--- config.mk ---
export PLATFORM = sky130hd
export DESIGN_NAME = hood_key_power_ctrl
export DESIGN_NICKNAME = d
export VERILOG_FILES = /design/src/rtl/hood_key_power_ctrl.sv
export SDC_FILE = /design/constraint.sdc
export NUM_CORES = 1
export LEC_CHECK = 0
export CAP_MARGIN = 20
export CORE_MARGIN = 10
export CORE_UTILIZATION = 55
export DETAILED_ROUTE_END_ITERATION = 10
export DONT_BUFFER_PORTS = 1
export GPL_ROUTABILITY_DRIVEN = 0
export GPL_TIMING_DRIVEN = 0
export HOLD_SLACK_MARGIN = 0.12
export PLACE_DENSITY = 0.7
export SYNTH_ARGS = -nofsm -noshare
export SYNTH_HDL_FRONTEND = slang
export SYNTH_SLANG_ARGS = --single-unit
export TNS_END_PERCENT = 30
--- constraint.sdc ---
create_clock -name clk -period 6.18 [get_ports clk]
set_input_delay 0.927 -clock clk [delete_from_list [all_inputs] [get_ports clk]]
set_output_delay 0.927 -clock clk [all_outputs]
set_load 0.02 [all_outputs]
--- src/rtl/hood_key_power_ctrl.sv ---
// Range-hood front end: button sync/debounce, key pulses, power on/off FSM
// with long-press power-off, and the 1 Hz timebase for the mode FSM.
module hood_key_power_ctrl #(
  parameter int DEBOUNCE_CYC = 2000000,
  parameter int TICK_CYC     = 100000000,
  parameter int LONG_PRESS_S = 3
) (
  input  logic       clk,
  input  logic       rst,
  input  logic       power_btn_raw,
  input  logic       menu_btn_raw,
  input  logic       level1_btn_raw,
  input  logic       level2_btn_raw,
  input  logic       level3_btn_raw,
  output logic       is_on,
  output logic       menu_key,
  output logic       level1_key,
  output logic       level2_key,
  output logic       level3_key,
  output logic       slow_clk,
  output logic       sec_tick,
  output logic [2:0] hold_sec
);

  localparam int DB_W = (DEBOUNCE_CYC > 1) ? $clog2(DEBOUNCE_CYC + 1) : 1;
  localparam int TK_W = $clog2(TICK_CYC + 1);
  localparam logic [DB_W-1:0] DB_MAX  = DB_W'(DEBOUNCE_CYC - 1);
  localparam logic [TK_W-1:0] TK_MAX  = TK_W'(TICK_CYC - 1);
  localparam logic [TK_W-1:0] TK_HALF = TK_W'(TICK_CYC / 2);
  localparam logic [2:0]      LP_SEC  = 3'(LONG_PRESS_S);

  typedef enum logic [2:0] {
    S_OFF,
    S_ON_WAIT_REL,
    S_ON,
    S_OFF_HOLD,
    S_OFF_WAIT_REL
  } state_t;

  state_t state, state_n;

  logic [4:0]      raw;
  logic [4:0]      sync_p0, sync_p1;
  logic [4:0]      db_lvl, db_lvl_d;
  logic [DB_W-1:0] db_cnt [5];
  logic [4:0]      edge_c;
  logic            pw, pe, keys_on;
  logic [TK_W-1:0] tb_cnt, tb_cnt_n;
  logic [TK_W-1:0] hold_cnt, hold_cnt_n;
  logic [2:0]      hold_sec_n;
  logic            sec_done;

  // Saturating seconds counter; the FSM leaves OFF_HOLD at LP_SEC anyway.
  function automatic logic [2:0] sec_inc(input logic [2:0] s);
    return (s >= LP_SEC) ? LP_SEC : s + 3'd1;
  endfunction

  // Bit order: 0 power, 1 menu, 2 level1, 3 level2, 4 level3.
  assign raw = {level3_btn_raw, level2_btn_raw, level1_btn_raw, menu_btn_raw, power_btn_raw};

  // Stage p0/p1: two-flop synchroniser, then per-button debounce
  always_ff @(posedge clk or negedge rst) begin
    if (!rst) begin
      sync_p0  <= '0;
      sync_p1  <= '0;
      db_lvl   <= '0;
      db_lvl_d <= '0;
      for (int i = 0; i < 5; i++) db_cnt[i] <= '0;
    end else begin
      sync_p0  <= raw;
      sync_p1  <= sync_p0;
      db_lvl_d <= db_lvl;
      for (int i = 0; i < 5; i++) begin
        if (sync_p1[i] == db_lvl[i]) begin
          db_cnt[i] <= '0;
        end else if (db_cnt[i] == DB_MAX) begin
          db_lvl[i] <= ~db_lvl[i];
          db_cnt[i] <= '0;
        end else begin
          db_cnt[i] <= db_cnt[i] + 1'b1;
        end
      end
    end
  end

  assign edge_c = db_lvl & ~db_lvl_d;
  assign pw     = db_lvl[0];
  assign pe     = edge_c[0];

  assign tb_cnt_n = (tb_cnt == TK_MAX) ? '0 : tb_cnt + 1'b1;
  assign sec_done = (hold_cnt == TK_MAX);

  always_comb begin
    state_n    = state;
    hold_cnt_n = hold_cnt;
    hold_sec_n = '0;
    case (state)
      S_OFF:         if (pe) state_n = S_ON_WAIT_REL;
      S_ON_WAIT_REL: if (!pw) state_n = S_ON;
      S_ON: begin
        if (pe) begin
          state_n    = S_OFF_HOLD;
          hold_cnt_n = '0;
        end
      end
      S_OFF_HOLD: begin
        hold_sec_n = hold_sec;
        if (sec_done) begin
          hold_cnt_n = '0;
          hold_sec_n = sec_inc(hold_sec);
        end else begin
          hold_cnt_n = hold_cnt + 1'b1;
        end
        // Completing the final second beats a release in the same cycle.
        if (hold_sec_n == LP_SEC) begin
          state_n = S_OFF_WAIT_REL;
        end else if (!pw) begin
          state_n    = S_ON;
          hold_sec_n = '0;
          hold_cnt_n = '0;
        end
      end
      S_OFF_WAIT_REL: if (!pw) state_n = S_OFF;
      default:        state_n = S_OFF;
    endcase
  end

  assign keys_on = (state_n == S_ON) || (state_n == S_OFF_HOLD);

  // Stage p2: registered FSM state, outputs and timebase
  always_ff @(posedge clk or negedge rst) begin
    if (!rst) begin
      state      <= S_OFF;
      hold_cnt   <= '0;
      hold_sec   <= '0;
      tb_cnt     <= '0;
      is_on      <= 1'b0;
      menu_key   <= 1'b0;
      level1_key <= 1'b0;
      level2_key <= 1'b0;
      level3_key <= 1'b0;
      slow_clk   <= 1'b0;
      sec_tick   <= 1'b0;
    end else begin
      state      <= state_n;
      hold_cnt   <= hold_cnt_n;
      hold_sec   <= hold_sec_n;
      tb_cnt     <= tb_cnt_n;
      is_on      <= (state_n == S_ON_WAIT_REL) || (state_n == S_ON) || (state_n == S_OFF_HOLD);
      menu_key   <= keys_on & edge_c[1];
      level1_key <= keys_on & edge_c[2] & ~edge_c[1];
      level2_key <= keys_on & edge_c[3] & ~edge_c[2] & ~edge_c[1];
      level3_key <= keys_on & edge_c[4] & ~edge_c[3] & ~edge_c[2] & ~edge_c[1];
      slow_clk   <= (tb_cnt_n >= TK_HALF);
      sec_tick   <= (tb_cnt == TK_MAX);
    end
  end

endmodule

; Yosys cells after proc, flatten, opt, wreduce, memory -nomap -nowiden
; Cells that the tools add are included.
[word_totals]
register_bits = 192
elab_cells = 119
out_inout_bits = 10
input_bits = 7
[op_classes]
n_lt_le_gt_ge = 2
n_bitwise = 25
eq_ne = 21
n_reduce_logical = 11
n_addsub = 8
muxes = 28
[op_table]
columns = operator, count
row1 = 2-to-1 mux 21 bit, 10
row2 = 2-to-1 mux 27 bit, 5
row3 = adder 21 x 1 -> 21 bit (second input constant), 5
row4 = == test 21 bit (second input constant), 5
row5 = adder 27 x 1 -> 27 bit (second input constant), 2
row6 = == test 27 bit (second input constant), 2
row7 = case mux 27 bit (2 select lines), 1
row8 = 2-to-1 mux 3 bit, 11
row9 = >= comparator 27 x 26 -> 1 bit (second input constant), 1
row10 = == test 3 x 2 -> 1 bit (second input constant), 5
row11 = case mux 3 bit (5 select lines), 1
row12 = inverter 1 bit, 13
row13 = AND reduction 2 bit, 6
row14 = bitwise AND 1 bit, 10
row15 = == test 3 x 1 -> 1 bit (second input constant), 2
row16 = bitwise AND 5 bit, 1
row17 = == test 1 bit, 5
row18 = inverter 5 bit, 1
row19 = adder 3 x 1 -> 3 bit (second input constant), 1
row20 = == test 3 bit (second input constant), 1
row21 = >= comparator 3 x 2 -> 1 bit (second input constant), 1
row22 = zero test 3 bit, 1
row23 = logical OR 1 bit, 3
row24 = inequality test 2 bit (second input constant), 1
row25 = nonzero test 2 bit, 1

; Logic depth before layout (Yosys ltp)
; Gate-level depths: netlist of run 1.
[depth]
depth_word = 13
mapped_depth = 9
ltp_nobuf = 8

; Worst setup path after synthesis of run 1
; Ideal clock, no wire load.
[synth_timing]
kind = reg-to-reg
start = register hold_cnt[0]
end = register level1_key
n_path_buf = 0
required_time_ps = 6079
path_slack_ps = 3752
arrival_ps = 2328
synth_period_minus_slack_ps = 2428
path_stages_with_launch = 9
setup_ps = 101
cell_sequence = dfrtp_1 -> ha_1 -> nand3_2 -> or3_4 -> nor4_4 -> mux2_4 -> nand2_2 -> a22oi_4 -> nor4_1
[synth_between]
elab_chain_len = 10
elab_cells_between_ends = 11
cone_classes = 4 x eq/ne / 4 x mux / 2 x bitwise / 1 x reduce/logical
[synth_rtl]
columns = item, line_no
row1 = "start, declared", 49  ; logic [TK_W-1:0] hold_cnt, hold_cnt_n;
row2 = "start signal, assigned", 146  ; hold_cnt <= hold_cnt_n;
row3 = == test 27 bit (*), 91  ; assign sec_done = (hold_cnt == TK_MAX);
row4 = 2-to-1 mux 3 bit (*), 108  ; if (sec_done) begin
row5 = 2-to-1 mux 3 bit (*), 97  ; case (state)
row6 = == test 3 x 2 -> 1 bit (*), 115  ; if (hold_sec_n == LP_SEC) begin
row7 = 2-to-1 mux 3 bit (*), 115
row8 = case mux 3 bit (5 select lines) (*), 97
row9 = == test 3 x 2 -> 1 bit, 128  ; assign keys_on = (state_n == S_ON) || (state_n == S_OFF_HOLD);
row10 = logical OR 1 bit (*), 128
row11 = bitwise AND 1 bit (*) (2 in series), 151  ; level1_key <= keys_on & edge_c[2] & ~edge_c[1];
row12 = "end signal, assigned", 151
row13 = "end, declared", 17  ; output logic level1_key,
; Every way passes the cells marked *; elsewhere a longest branch is shown, timed or not. The select of a mux whose other input is x is not followed.
; A chain may end at the register's enable or synchronous reset.

; Final worst setup path of run 1
; Same ends and word-level chain as after synthesis.

==> impl_metrics.py, run 1 <==
metrics = {
    "power_and_ir_drop": {
        "power_density_mw_per_mm2": 246,
        "switching_share_pct": 20.5,
        "power_w": 0.00246,
        "p_seq_share_pct": 52.0,
        "power_switching_w": 0.000503,
        "irDropWorstVdd_v": 0.000196,
        "pwr-share-comb_pct": 1.2,
        "clockPowerShare_pct": 46.8,
        "p_leak_nw": 4.20,
        "p_int_w": 0.00195,
    },
    "setup_path": {
        "worst-path-max-fanout": 9,
        "reg2reg_slack_ns": 3.39,
        "crit_type": "reg2reg",
        "required_ns": 6.49,
        "arrival_ns": 3.10,
        "r2r_end": "level1_key",
        "cp-end-kind": "flip-flop",
        "startpoint": "hold_cnt[0]",
        "reg2reg_from": "hold_cnt[0]",
        "rr_worst_depth": 8,
        "crit_end": "level1_key",
        "crit_path_start_kind": "flip-flop",
    },
    "layout": {
        "areaGrowthSynthToFinish_pct": 9.80,
        "finalNonFillerCells": 1189,
        "fin_nets": 976,
        "antennaDiodeCount": 0,
        "drive_gt1_share_pct": 5.76,
        "fillCellCount": 1305,
    },
    "cts": {
        "ctsResizeCount": 0,
        "hold_buffers": 0,
        "cts.clk_slew.worst_paths_ns": 0.07,
        "cts.sinks": 192,
        "htree_num_levels": 4,
        "clkLatencyLatePin_ns": 0.43,
        "clk_path_buf_depth": 2,
        "cts_root_buf": "clkbuf_16",
        "post-cts-setup-buffers": 0,
        "cts_tree": "yes",
        "cts_buffers": 17,
    },
    "detailed_routing": {
        "drt-initial-drc-count": 337,
        "num_vias": 6457,
        "via_per_inst": 5.43,
        "ant_nets": 0,
        "routed_wl_um": 16600,
        "wire_per_inst_um": 14.0,
        "drt-pass1-iter-count": 4,
        "drc": 0,
    },
    "timing": {
        "hold_slack_ns": 0.194,
        "setup_viol": 0,
        "min_period_ns": 2.79,
        "finalHoldViolations": 0,
        "rsz0062_at_grt": "no",
        "finalMaxSlewViolations": 0,
        "setup_tns_ns": 0,
        "relSlewSlack_pct": 48.6,
        "fmax_mhz": 359,
        "period_share_pct": 45.1,
        "skew_ns": 0.00813,
        "tightest_slew_ns": 0.769,
    },
    "synthesis": {
        "synth.most_common_cell": "dfrtp_1",
        "synthTopCellsByCount": "dfrtp_1, nor2_1, nand2_1",
        "synth_cells": 941,
        "synthDistinctLibCells": 51,
        "synth_warnings": 0,
        "yosysSeqAreaShare_pct": 52.8,
        "ys_ff_latch": 192,
        "yosysTopAreaCellShare_pct": 52.8,
        "syn_nets": 957,
        "synth_flop_cell": "dfrtp_1",
        "synth-edff-count": 0,
        "ys_async_sr_fraction_pct": 100,
        "netlist_top_cells_area": "dfrtp_1, nor2_1, xnor2_1",
        "yosysTopAreaCell": "dfrtp_1",
        "syn_avg_cell_area_um2": 9.68,
        "synth_area_mm2": 0.00911,
    },
    "floorplan": {
        "die_w_um": 149,
        "num_rows": 46,
        "dieArea_mm2": 0.0221,
        "initial_core_util_pct": 56.7,
        "die_h_um": 149,
        "core_area_mm2": 0.0161,
        "top_level_ports": 17,
    },
    "run": {
        "cap_violations": 0,
    },
    "placement": {
        "dp_hpwl_um": 10700,
        "io_buffers": 0,
        "dp.cells": 1157,
    },
    "global_route": {
        "track_usage_pct": 15.8,
        "grt_pass1_wl_um": 29300,
        "antenna_found_initial": 0,
        "grt_overflow": 0,
        "grt_max_degree": 193,
        "first_global_vias": 6280,
    },
    "min_path": {
        "min_path_type": "in2async",
    },
    "outcome": {
        "status": "finished clean",
    },
}
## logic make-up after synthesis
group	after synthesis	share of synthesized area, %
XOR/XNOR	118	11.3
flip-flops	192	52.8
multiplexers	7	0.893
AO/OA/AOI/OAI	95	6.32
buffers and inverters	45	1.92
adder cells (fa/ha/maj)	9	1.24
AND/OR/NAND/NOR	475	25.5
## per-layer routing
layer	GRT usage [%]	vias up	routed length (um)
li1	-	3266	-
met1	21.3	3098	8130
met2	24.8	79	7750
met3	3.64	14	537
met4	4.96	0	164
met5	0	-	0
## critical path, stage by stage, from the launching register on
cell and delay (ns):
dfrtp_1 0.43, ha_1 0.23, nand3_2 0.13, or3_4 0.45, nor4_4 0.51, mux2_4 0.39, nand2_2 0.10, a22oi_4 0.10
nor4_1 0.34
## worst min-delay path by stage
stage / slack [ns] / to / start / depth (start not counted)
after floorplan: 0.33 / sync_p1[0] / sync_p0[0] / 0
after global placement: 0.33 / sync_p1[0] / sync_p0[0] / 0
after detailed placement: 0.34 / sync_p1[1] / sync_p0[1] / 0
after CTS: 0.18 / hold_cnt[9] / rst / 0
after global routing: 0.17 / db_cnt[24] / rst / 0
final: 0.19 / db_cnt[26] / rst / 0
## layout make-up
type	count	area, um^2	share of cell area [%]
Clock buffer	22	474	4.74
Tap cell	216	270	2.70
Sequential cell	192	4800	48.0
Inverter	18	67.6	0.676
Buffer	27	108	1.08
Clock inverter	10	148	1.48
Multi-Input combinational cell	704	4130	41.3
## power by group through the flow
stage          Sequential, W  Clock, W  Combinational (W)
3_5_place_dp         0.00130         0          0.0000308
4_1_cts              0.00128   0.00117          0.0000311
3_3_place_gp         0.00130         0          0.0000305
6_report             0.00128   0.00115          0.0000302
5_1_grt              0.00128   0.00123          0.0000360
2_1_floorplan        0.00130         0          0.0000245
## flip-flops by register name (all words and copies together), names as in the netlist
register	flops
sec_tick	1
state	3
hold_sec	3
level1_key	1
slow_clk	1
db_lvl_d	5
db_lvl	5
sync_p0	5
sync_p1	5
tb_cnt	27
hold_cnt	27
menu_key	1
is_on	1
db_cnt	105
level2_key	1
level3_key	1
## through the flow
step | util, % | area (um^2) | worst slack (ns)
after floorplan | - | 9110 | 3.75
after global placement | 58.4 | 9380 | 3.39
after detailed placement | 58.4 | 9380 | 3.38
after CTS | 62.3 | 10000 | 3.36
after global routing | 62.3 | 10000 | 3.18
final | 62.3 | 10000 | 3.39
## placed cells by master (no fill, tap or decap), drive strengths merged, types with 15 or more instances in the layout
cell / netlist / layout
dfrtp: 192 / 192
nor2: 176 / 176
nand2: 82 / 82
nand3: 65 / 65
xnor2: 64 / 64
xor2: 54 / 54
o21ai: 51 / 51
clkbuf: 22 / 44
nand4: 28 / 28
inv: 18 / 21
and3: 20 / 20
nor3: 18 / 18
nor4: 15 / 15
Note: power is estimated with default switching activity, not from simulation.
==> inputs of run 2 (changes only) <==
Settings changed: PLACE_DENSITY 0.7 to 0.73.
Clock period 6.18 ns to 2.4 ns, I/O delays scaled along.
==> impl_metrics.py, run 2 (synthesized netlist as in run 1, its figures left out) <==
metrics = {
    "setup_path": {
        "arrival_ns": 2.72,
        "reg2reg_slack_ns": 0.05,
        "worst-path-max-fanout": 10,
        "cp-end-kind": "flip-flop",
        "crit_type": "reg2reg",
        "startpoint": "tb_cnt[0]",
        "rr_worst_depth": 8,
        "r2r_end": "slow_clk",
        "crit_end": "slow_clk",
        "reg2reg_from": "tb_cnt[0]",
        "crit_path_start_kind": "flip-flop",
        "required_ns": 2.76,
    },
    "timing": {
        "skew_ns": 0.0106,
        "setup_viol": 0,
        "period_share_pct": 98.1,
        "finalMaxSlewViolations": 0,
        "min_period_ns": 2.35,
        "finalHoldViolations": 192,
        "relSlewSlack_pct": 56.2,
        "setup_tns_ns": 0,
        "tightest_slew_ns": 0.652,
        "hold_slack_ns": -0.369,
        "rsz0062_at_grt": "yes",
        "setup_ws_ns": 0.0463,
        "fmax_mhz": 425,
    },
    "layout": {
        "fin_util_pct": 63.6,
        "fin_nets": 991,
        "antennaDiodeCount": 0,
        "areaGrowthSynthToFinish_pct": 12.2,
        "reg_top3": "db_cnt (105), hold_cnt (27), tb_cnt (27)",
        "regMostFlops": "db_cnt",
        "final_common_cell": "dfrtp_1",
        "largest_reg_flops": 105,
        "finalNonFillerCells": 1203,
        "fillCellCount": 1267,
        "drive_gt1_share_pct": 8.51,
        "mostFrequentLayoutCells": "dfrtp_1, nor2_1, nand2_1",
    },
    "floorplan": {
        "die_h_um": 149,
        "num_rows": 46,
        "top_level_ports": 17,
        "die_w_um": 149,
        "initial_core_util_pct": 56.7,
        "dieArea_mm2": 0.0221,
        "core_area_mm2": 0.0161,
    },
    "detailed_routing": {
        "drt-pass1-iter-count": 4,
        "num_vias": 6682,
        "routed_wl_um": 17100,
        "wire_per_inst_um": 14.2,
        "drt-initial-drc-count": 367,
        "via_per_inst": 5.55,
        "ant_nets": 0,
        "drc": 0,
    },
    "cts": {
        "cts_buffers": 17,
        "cts.clk_slew.worst_paths_ns": 0.07,
        "clk_path_buf_depth": 2,
        "cts.sinks": 192,
        "htree_num_levels": 4,
        "hold_buffers": 5,
        "cts_tree": "yes",
        "clkLatencyLatePin_ns": 0.43,
        "cts_root_buf": "clkbuf_16",
    },
    "outcome": {
        "status": "complete, but fails checks",
        "violations": "negative hold slack",
    },
    "global_route": {
        "antenna_found_initial": 0,
        "grt_max_degree": 193,
        "grt_overflow": 0,
        "track_usage_pct": 15.8,
        "grt_pass1_wl_um": 29200,
        "first_global_vias": 6393,
    },
    "power_and_ir_drop": {
        "irDropWorstVdd_v": 0.000523,
        "p_seq_share_pct": 53.4,
        "power_switching_w": 0.00129,
        "power_density_mw_per_mm2": 602,
        "switching_share_pct": 21.0,
        "p_int_w": 0.00486,
        "p_leak_nw": 4.30,
        "pwr-share-comb_pct": 1.4,
        "clockPowerShare_pct": 45.2,
    },
    "run": {
        "cap_violations": 0,
    },
    "placement": {
        "dp.cells": 1157,
        "io_buffers": 0,
        "dpl_worst_slack_ns": -0.412,
        "dp_hpwl_um": 10700,
    },
    "min_path": {
        "min_path_type": "in2async",
    },
}
-- run 2: cell count changes in the layout (fill, tap and decap cells not counted), sizes merged --
cell / previous run / this run
buf: 5 / 15
dlygate4sd3: 0 / 5
clkbuf: 44 / 41
clkinv: 1 / 3
bufinv: 3 / 2
clkinvlp: 3 / 4
-- run 2: repair_timing --
action / CTS / global route
setup endpoints to repair: 41 / 34
pin swaps: 4 / 3
hold endpoints to repair: 197 / 192
buffers inserted: 5 / 4
gates cloned: 0 / 1
gates resized for setup: 17 / 20
-- run 2: layout make-up --
| cell class | instances | area [um^2] | share of cell area [%] |
|---|---|---|---|
| sequential | 192 | 4810 | 47.0 |
| multi-input combinational | 704 | 4240 | 41.5 |
| clock buffer | 19 | 443 | 4.34 |
| tap | 216 | 270 | 2.65 |
| clock inverter | 12 | 135 | 1.32 |
| buffer | 27 | 126 | 1.24 |
| timing repair buffer | 15 | 125 | 1.22 |
| inverter | 18 | 67.6 | 0.661 |
-- run 2: worst min-delay path by stage --
| stage | end | slack, ns |
|---|---|---|
| 2_1_floorplan | db_cnt[0] | 0.06 |
| 3_3_place_gp | db_cnt[3] | 0.07 |
| 3_5_place_dp | db_cnt[3] | 0.07 |
| 4_1_cts | db_cnt[69] | -0.39 |
| 5_1_grt | db_lvl_d[0] | -0.40 |
| 6_report | sync_p0[3] | -0.37 |
-- run 2: routing by layer --
layer / vias to the layer above / part of all wire (%) / track usage [%]
li1: 3304 / - / -
met1: 3273 / 49 / 21.3
met2: 83 / 46 / 24.4
met3: 22 / 3.2 / 3.76
met4: 0 / 1.2 / 5.60
met5: - / 0 / 0
-- run 2: worst max-delay path, stage by stage, from the launching register on --
cell and delay, ns:
dfrtp_1 0.39, ha_1 0.26, and3_1 0.24, nand2_2 0.17
or3_1 0.41, a32o_1 0.24, o41ai_1 0.31, a21oi_1 0.14
o21ai_1 0.13
-- run 2: metrics by stage --
step                total power [W]  area, um^2
CTS                         0.00622       10100
global placement            0.00343        9380
finish                      0.00615       10200
detailed placement          0.00343        9380
floorplan                   0.00341        9110
global route                0.00636       10200
-- run 2: power groups by stage --
stage | Combinational (W) | Clock (W) | Sequential [W]
4_1_cts | 0.0000863 | 0.00285 | 0.00329
6_report | 0.0000847 | 0.00278 | 0.00329
3_3_place_gp | 0.0000781 | 0 | 0.00335
2_1_floorplan | 0.0000630 | 0 | 0.00334
5_1_grt | 0.0000982 | 0.00297 | 0.00329
3_5_place_dp | 0.0000792 | 0 | 0.00335
==> inputs of run 3 (changes only) <==
Settings changed: CORE_ASPECT_RATIO set to 0.6, CORE_UTILIZATION 55 to 57, PLACE_DENSITY 0.73 to 0.75, SKIP_LAST_GASP set to 1.
==> impl_metrics.py, run 3 (synthesized netlist as in run 1, its figures left out) <==
metrics = {
    "setup_path": {
        "cp_cell_sequence": "ha_2 > nand3_2 > or3_4 > nor4_4 > buf_4 > mux2_4 > a311oi_2",
        "arrival_ns": 2.66,
        "cpPeakStageDelay_ns": 0.37,
        "cp_top_family": "simple AND/OR/NAND/NOR gates",
        "required_ns": 2.70,
        "path_buf_inv": 1,
        "crit_path_start_kind": "flip-flop",
        "crit_type": "reg2reg",
        "worst-path-max-fanout": 6,
        "slowest_stage": "or3_4",
        "cp-end-kind": "flip-flop",
    },
    "detailed_routing": {
        "num_vias": 6591,
        "via_per_inst": 5.55,
        "routed_wl_um": 17500,
        "ant_nets": 0,
        "drt-initial-drc-count": 697,
        "drt-pass1-iter-count": 5,
        "drc": 0,
        "wire_per_inst_um": 14.7,
    },
    "placement": {
        "dp.cells": 1144,
        "placed_cell_area_mm2": 0.00936,
        "dp_hpwl_um": 11300,
        "dpl_worst_slack_ns": -0.304,
        "io_buffers": 0,
    },
    "global_route": {
        "grt_max_degree": 193,
        "grt_overflow": 0,
        "track_usage_pct": 16.6,
        "grt_pass1_wl_um": 30200,
        "antenna_found_initial": 0,
        "first_global_vias": 6090,
    },
    "layout": {
        "fin_nets": 988,
        "reg_top3": "db_cnt (105), hold_cnt (27), tb_cnt (27)",
        "regMostFlops": "db_cnt",
        "largest_reg_flops": 105,
        "mostFrequentLayoutCells": "dfrtp_1, nor2_1, nand2_1",
        "final_common_cell": "dfrtp_1",
        "finalNonFillerCells": 1188,
        "fin_util_pct": 65.2,
        "areaGrowthSynthToFinish_pct": 11.0,
        "antennaDiodeCount": 0,
        "fin_area_mm2": 0.0101,
        "drive_gt1_share_pct": 8.02,
    },
    "outcome": {
        "status": "complete, but fails checks",
        "violations": "negative hold slack",
    },
    "floorplan": {
        "core_area_mm2": 0.0155,
        "num_rows": 35,
        "die_w_um": 183,
        "die_h_um": 118,
        "initial_core_util_pct": 58.7,
        "top_level_ports": 17,
        "dieArea_mm2": 0.0216,
    },
    "cts": {
        "clkLatencyLatePin_ns": 0.43,
        "cts_buffers": 17,
        "clk_path_buf_depth": 2,
        "cts_tree": "yes",
        "cts.clk_slew.worst_paths_ns": 0.07,
        "cts.sinks": 192,
        "htree_num_levels": 4,
        "hold_buffers": 5,
        "cts_root_buf": "clkbuf_16",
    },
    "timing": {
        "fmax_mhz": 423,
        "period_share_pct": 98.5,
        "setup_ws_ns": 0.0365,
        "setup_viol": 0,
        "finalMaxSlewViolations": 0,
        "min_period_ns": 2.36,
        "hold_slack_ns": -0.374,
        "rsz0062_at_grt": "yes",
        "skew_ns": 0.0185,
        "relSlewSlack_pct": 53.9,
        "tightest_slew_ns": 0.687,
        "finalHoldViolations": 192,
    },
    "power_and_ir_drop": {
        "p_leak_nw": 4.25,
        "power_density_mw_per_mm2": 603,
        "power_w": 0.00610,
        "irDropWorstVdd_v": 0.000378,
    },
    "run": {
        "cap_violations": 0,
    },
    "min_path": {
        "min_path_type": "in2async",
    },
}
==> run 3: changes by cell type in the layout (fill, tap and decap cells not counted), moves of 2 or more <==
cell	before	now
o21ai_0	43	47
o21ai_1	8	4
clkinv_4	1	4
nor4_4	4	1
clkinvlp_4	4	2
nor4_2	2	4
==> run 3: per-layer routing <==
metal / track usage (%) / part of all wire (%)
met1: 25.2 / 53
met2: 23.2 / 43
met3: 2.77 / 3.4
met4: 5.41 / 0.90
met5: 0 / 0
==> run 3: per-stage QoR <==
step | hold slack (ns) | setup TNS, ns
after floorplan | 0.0644 | 0
after global placement | 0.0713 | -6.34
after detailed placement | 0.0713 | -7.62
after CTS | -0.393 | -0.160
after global routing | -0.393 | -0.642
final | -0.374 | 0
==> run 3: power by group <==
group | leakage [nW] | total, W | internal [W] | switching (W)
Clock | 0.271 | 0.00273 | 0.00146 | 0.00127
Sequential | 2.63 | 0.00329 | 0.00326 | 0.0000238
Combinational | 1.34 | 0.0000870 | 0.0000345 | 0.0000525
==> run 3: repair_timing <==
action	CTS	global route
hold endpoints to repair	197	192
resized for setup	6	18
buffers inserted	4	3
setup endpoints to repair	42	38
pin swaps	1	3
==> run 3: worst paths after layout <==
| check | from | endpoint | slack, ns | depth (start not counted) |
|---|---|---|---|---|
| setup / recovery | hold_cnt[0] | is_on | 0.04 | 7 |
| hold / removal | rst | db_cnt[47] | -0.37 | 0 |
| setup reg to reg | hold_cnt[0] | is_on | 0.04 | 7 |
| hold reg to reg | sync_p0[0] | sync_p1[0] | 0.35 | 0 |
| max in group asynchronous | rst | db_cnt[14] | 2.36 | 0 |
| min in group clk | sync_p0[0] | sync_p1[0] | 0.35 | 0 |
==> run 3: final cells by class <==
type / instances / area (um^2)
sequential: 192 / 4800
fill: 1218 / 5390
clock buffer: 19 / 433
multi-input combinational: 704 / 4210
tap: 203 / 254
buffer: 27 / 115
clock inverter: 13 / 131
timing repair buffer: 12 / 103
inverter: 18 / 67.6
